## src/rtl/shift_normalizer.sv

```systemverilog
// shift_normalizer: iterative leading-zero / leading-one counter.
// The operand is shifted left one bit per clock until its MSB differs
// from the target bit or the whole word has been consumed. The block then
// presents the normalised word on out, the number of shifts on cnt, and a
// one-cycle done pulse.
module shift_normalizer #(
  parameter int n = 31
) (
  input  logic       clk,
  input  logic       rst,
  input  logic       start,
  input  logic [n:0] in,
  input  logic       count_ones,
  output logic       busy,
  output logic       done,
  output logic [n:0] out,
  output logic [5:0] cnt
);

  // Counter saturates at the full word width; cnt is 6 bits, so n+1 <= 63.
  localparam logic [5:0] LIMIT = 6'(n + 1);

  typedef enum logic [1:0] {
    IDLE  = 2'd0,
    SHIFT = 2'd1,
    DONE  = 2'd2
  } state_t;

  state_t     state;
  state_t     state_nxt;
  logic [n:0] work;
  logic [n:0] work_nxt;
  logic [5:0] count;
  logic [5:0] count_nxt;
  logic       mode;
  logic       mode_nxt;
  logic       busy_nxt;
  logic       done_nxt;
  logic [n:0] out_nxt;
  logic [5:0] cnt_nxt;

  // Scan terminates once the MSB no longer matches the target bit or the
  // counter has reached the word width (all bits matched).
  function automatic logic scan_end(input logic msb, input logic target,
                                    input logic [5:0] c);
    return (msb != target) || (c == LIMIT);
  endfunction

  // State register; reset aborts any operation in flight.
  always_ff @(posedge clk or posedge rst) begin
    if (rst) begin
      state <= IDLE;
    end else begin
      state <= state_nxt;
    end
  end

  // Next-state, datapath and registered-output next values.
  always_comb begin
    state_nxt = state;
    work_nxt  = work;
    count_nxt = count;
    mode_nxt  = mode;
    busy_nxt  = busy;
    done_nxt  = 1'b0;
    out_nxt   = out;
    cnt_nxt   = cnt;
    case (state)
      IDLE: begin
        busy_nxt = 1'b0;
        if (start) begin
          work_nxt  = in;
          mode_nxt  = count_ones;
          count_nxt = 6'd0;
          busy_nxt  = 1'b1;
          state_nxt = SHIFT;
        end
      end
      SHIFT: begin
        busy_nxt = 1'b1;
        if (scan_end(work[n], mode, count)) begin
          out_nxt   = work;
          cnt_nxt   = count;
          done_nxt  = 1'b1;
          state_nxt = DONE;
        end else begin
          work_nxt  = {work[n-1:0], 1'b0};
          count_nxt = count + 6'd1;
        end
      end
      DONE: begin
        // start is ignored here; the next request is taken from IDLE.
        busy_nxt  = 1'b0;
        state_nxt = IDLE;
      end
      default: begin
        busy_nxt  = 1'b0;
        state_nxt = IDLE;
      end
    endcase
  end

  // Working register, counter, mode and registered outputs.
  always_ff @(posedge clk or posedge rst) begin
    if (rst) begin
      work  <= '0;
      count <= 6'd0;
      mode  <= 1'b0;
      busy  <= 1'b0;
      done  <= 1'b0;
      out   <= '0;
      cnt   <= 6'd0;
    end else begin
      work  <= work_nxt;
      count <= count_nxt;
      mode  <= mode_nxt;
      busy  <= busy_nxt;
      done  <= done_nxt;
      out   <= out_nxt;
      cnt   <= cnt_nxt;
    end
  end

endmodule

```

## config.mk

```make
export PLATFORM = sky130hd
export DESIGN_NAME = shift_normalizer
export DESIGN_NICKNAME = d
export VERILOG_FILES = /design/src/rtl/shift_normalizer.sv
export SDC_FILE = /design/constraint.sdc
export NUM_CORES = 1
export LEC_CHECK = 0
export BUFFER_PORTS_ARGS = -buffer_cell sky130_fd_sc_hd__buf_2
export CAP_MARGIN = 25
export CORE_ASPECT_RATIO = 1.1
export CORE_MARGIN = 4
export CORE_UTILIZATION = 50
export CTS_CLUSTER_DIAMETER = 120
export DETAILED_ROUTE_END_ITERATION = 7
export PLACE_DENSITY = 0.76
export SKIP_LAST_GASP = 1
export SYNTH_ARGS = -nofsm -noshare
export SYNTH_HDL_FRONTEND = slang
export SYNTH_SLANG_ARGS = --single-unit
```

## constraint.sdc

```tcl
create_clock -name clk -period 1.95 [get_ports clk]
set_input_delay 0 -clock clk [delete_from_list [all_inputs] [get_ports clk]]
set_output_delay 0 -clock clk [all_outputs]
set_load 0.005 [all_outputs]
```

# Yosys cells after proc, flatten, opt, wreduce, memory -nomap -nowiden
# Cells that the tools add are included.
# classes
addsub	1
eq_ne	6
n_reduce_logical	7
mux	13
# op_table
cell	count
2-to-1 mux 32 bit	2
one-hot mux 32 bit (2 select lines)	1
2-to-1 mux 6 bit	2
one-hot mux 6 bit (2 select lines)	1
adder 6 x 1 -> 6 bit (second input constant)	1
equality test 6 bit (second input constant)	1
!= test 2 bit (second input constant)	3
AND reduction 2 bit	3
2-to-1 mux 2 bit	2
one-hot mux 2 bit (2 select lines)	1
2-to-1 mux 1 bit	3
AND reduction 3 bit	1
equality test 2 x 1 -> 1 bit (second input constant)	1
logical NOT 2 bit	1
one-hot mux 1 bit (2 select lines)	1
nonzero test 2 bit	1
logical OR 1 bit	1
!= test 1 bit	1
# word_totals
output_inout_bits	40
word_cells	35
register_bits	81
inputBits	36

# Logic depth before layout (Yosys ltp)
# depth
depth_word	4
ltp_mapped	7
ltp_nobuf	6

# Worst setup path before layout
# No wires, ideal clock.
# synth_timing
path_type	register to register
startpoint	register count[0]
endpoint	register work[10]
stages_incl_launch_ff	8
arrival_time_ps	1679
n_path_buf	1
setup_slack_ps	146
synth_period_minus_slack_ps	1804
cell_sequence	dfrtp_1 inv_1 ha_1 a311o_2 and2b_4 inv_8 buf_12 mux2_4
# synth_between
elab_chain_cells	4
# synth_lines
element	line_no	text
start, declared	33	logic [5:0] count;
start signal, assigned	115	count <= count_nxt;
equality test 6 bit	46	return (msb != target) || (c == LIMIT);
logical OR 1 bit	46	
!= test 2 bit (no source line)	--	
AND reduction 3 bit (no source line)	--	
end signal, assigned	114	work <= work_nxt;
end, declared	31	logic [n:0] work;
# Every way passes these cells.
# A chain may end at the register's enable or synchronous reset.

# Final worst setup path
# layout_timing
startpoint	register count[1]
endpoint	register work[18]
# Same word-level chain as after synthesis.

==> run_results.csv <==
group,metric,value,unit
setup_path,arrival,2120,ps
global_route,grtUsageTotal,17.1,%
synth,synth_cell_types,31,
hold_path,min_from,"in[24]",
final_layout,stdcell_area,0.00475,mm2
die,core,0.00743,mm2
detailed_routing,viasPerCell,5.18,
timing,hold_viol_final,0,
timing,slew_headroom,70.8,%
die,die_x,91.4,um
final_layout,fin_util,63.9,%
synth,netlist_area,0.00382,mm2
clock_tree,worstSkewPairLatency,350,ps
synth,synth-seq-area-share,53.0,%
final_layout,final_cell_mix,"dfrtp_1, buf_2, mux2_4",
setup_path,path_max_fanout,13,
place,portBuffers,75,
timing,fmax,0.531,GHz
clock_tree,cts_buffer_depth,2,
die,design.die.area,0.00911,mm2
detailed_routing,routed_wl,7.31,mm
timing,slew_viol_final,0,
timing,setup_viol,0,
synth,synth_cells,236,
clock_tree,root_buffer,"clkbuf_8",
setup_path,worst_setup_path_start_kind,"flop",
global_route,antenna_found_initial,0,
place,gp_congestion,0.769,
timing,fin_skew,10.4,ps
setup_path,r2r_start,"count[1]$_DFFE_PP0P_",
job,maxCapViolCount,0,
clock_tree,cts_resized,0,
detailed_routing,final_antenna_net_count,0,
synth,ys_ff_latch,81,
clock_tree,htree_levels,3,
setup_path,crit_required,2190,ps
detailed_routing,routedWlPerCell,16.9,um
final_layout,fin_cells,432,
final_layout,num-nets-final,378,
power_and_ir_drop,p_per_area,1880,mW/mm2
die,fp-row-count,33,
final_layout,drive_gt1_share,62.3,%
place,place_inst,401,
detailed_routing,route.vias.total,2237,
synth,synth-edff-count,0,
timing,worstMarginPinSlew,437,ps
clock_tree,cts_buffers,9,
global_route,grt_max_degree,82,
detailed_routing,drc_errors,0,
power_and_ir_drop,cellLeakagePower,2.39,nW
clock_tree,cts_tree,"built",
final_layout,syn2layout_area_growth,24.3,%
timing,min_period,1880,ps
clock_tree,path_clk_slew,90,ps
synth,yosys_warnings,0,
global_route,grt_pass1_wl,12.2,mm
final_layout,n_antenna_cell,0,
setup_path,path_class,"flop to flop",
die,die_h,99.7,um
setup_path,end_kind,"flop",
detailed_routing,first_iter_violations,56,
setup_path,cp_cell_sequence,"inv_1, ha_1, a311o_2, and2b_4, inv_8, buf_12, mux2_4",
timing,rsz0062_at_grt,"yes",
synth,async_reset_ff_share,100,%
clock_tree,cts.sinks,81,
global_route,grt_overflow_total,0,
outcome,status,"finished, final reports clean",
detailed_routing,first_pass_iters,4,
global_route,grt_pass1_vias,2425,
place,dpl_cell_area,0.00433,mm2
power_and_ir_drop,vdd_drop_max,0.000739,V
die,top_level_ports,76,
synth,synthesis.nets,274,
setup_path,critPathMaxStageDelay,390,ps
synth,synth_ff_type,"dfrtp_1",
die,initial_core_util,51.4,%
hold_path,min_path_type,"input pin to flop",
synth,syn_avg_cell_area,16.2,um2
final_layout,final_common_cell,"dfrtp_1",
timing,post-route-period-util,96.5,%
setup_path,startpoint,"count[1]$_DFFE_PP0P_",
place,hpwl,5.11,mm
power_and_ir_drop,finalPower,0.00894,W
setup_path,slowest_stage,"dfrtp_1",
## worst paths after layout
kind                                        end  slack [ps]  depth (start not counted)
setup / recovery           work[18]$_DFFE_PP0P_          70                          7
hold / removal             work[24]$_DFFE_PP0P_          10                          3
setup reg to reg           work[18]$_DFFE_PP0P_          70                          7
hold reg to reg             out[30]$_DFFE_PP0P_         510                          1
max in group asynchronous   work[5]$_DFFE_PP0P_        1290                          4
min in group asynchronous    out[0]$_DFFE_PP0P_         300                          4
## worst max-delay path: cells and delay by family (launching register included)
| kind | cells | cell delay, ps |
|---|---|---|
| muxes | 1 | 310 |
| DFF | 1 | 390 |
| AOI/OAI and AO/OA | 1 | 330 |
| buffers and inverters | 3 | 340 |
| adders and majority gates | 1 | 190 |
| and+or+nand+nor | 1 | 210 |
## cell usage after synthesis (2+ instances only)
| cell type | number | share of area [%] |
|---|---|---|
| o21ai_0 | 10 | 1.3 |
| o22a_2 | 2 | 0.52 |
| clkbuf_8 | 2 | 0.72 |
| buf_12 | 3 | 1.6 |
| inv_1 | 7 | 0.69 |
| mux2i_1 | 2 | 0.52 |
| nor2_1 | 3 | 0.29 |
| dfrtp_1 | 81 | 53 |
| mux2_4 | 62 | 24 |
| nand3_1 | 2 | 0.26 |
| buf_6 | 5 | 1.5 |
| mux2_2 | 36 | 11 |
| ha_1 | 2 | 0.65 |
| xor2_1 | 2 | 0.46 |
## power by group
group / switching (W) / internal, W / leakage (nW)
Clock: 0.000624 / 0.00102 / 0.137
Sequential: 0.000541 / 0.00249 / 0.985
Combinational: 0.00150 / 0.00276 / 1.27
Total: 0.00266 / 0.00627 / 2.39
## through the flow
step | hold slack (ps) | TNS (ps) | setup WS (ps)
global placement | 148 | 0 | 107
CTS | 1.38 | 0 | 63.3
floorplan | 144 | 0 | 146
detailed placement | 171 | 0 | 66.4
global route | 2.07 | -2.48 | -2.48
finish | 11.5 | 0 | 67.5
## flip-flops by register name (all words and copies together), names as in the netlist
name	cells
out	32
state	2
cnt	6
busy	1
count	6
done	1
work	32
mode	1
## what timing repair did
action,in CTS,in global routing
hold endpoints to repair,94,0
hold buffers,14,0
endpoints found under the setup margin,0,3
setup buffers,0,1
## routing by layer
metal / GRT usage (%) / wire length (um) / up-vias
li1: - / - / 1046
met4: 5.92 / 64 / 0
met2: 26.8 / 3470 / 57
met5: 0 / 0 / -
met1: 22.9 / 3450 / 1126
met3: 4.84 / 332 / 8
## kinds of logic after synthesis
group	after synthesis	synth area share [%]
muxes	100	35.5
buffers and inverters	20	5.17
xor gates and xnor gates	2	0.458
adders and majority gates	2	0.655
DFF	81	53.0
AOI/OAI and AO/OA	17	2.98
and+or+nand+nor	14	2.23
## cell type report
| type | count | area (um2) |
|---|---|---|
| clock buffer | 10 | 138 |
| inverter | 8 | 41.3 |
| timing repair buffer | 105 | 698 |
| sequential | 81 | 2030 |
| tap | 87 | 109 |
| clock inverter | 6 | 138 |
| multi-input combinational | 135 | 1600 |
| fill | 539 | 2680 |
No activity file was read; power rests on OpenSTA's default activity.
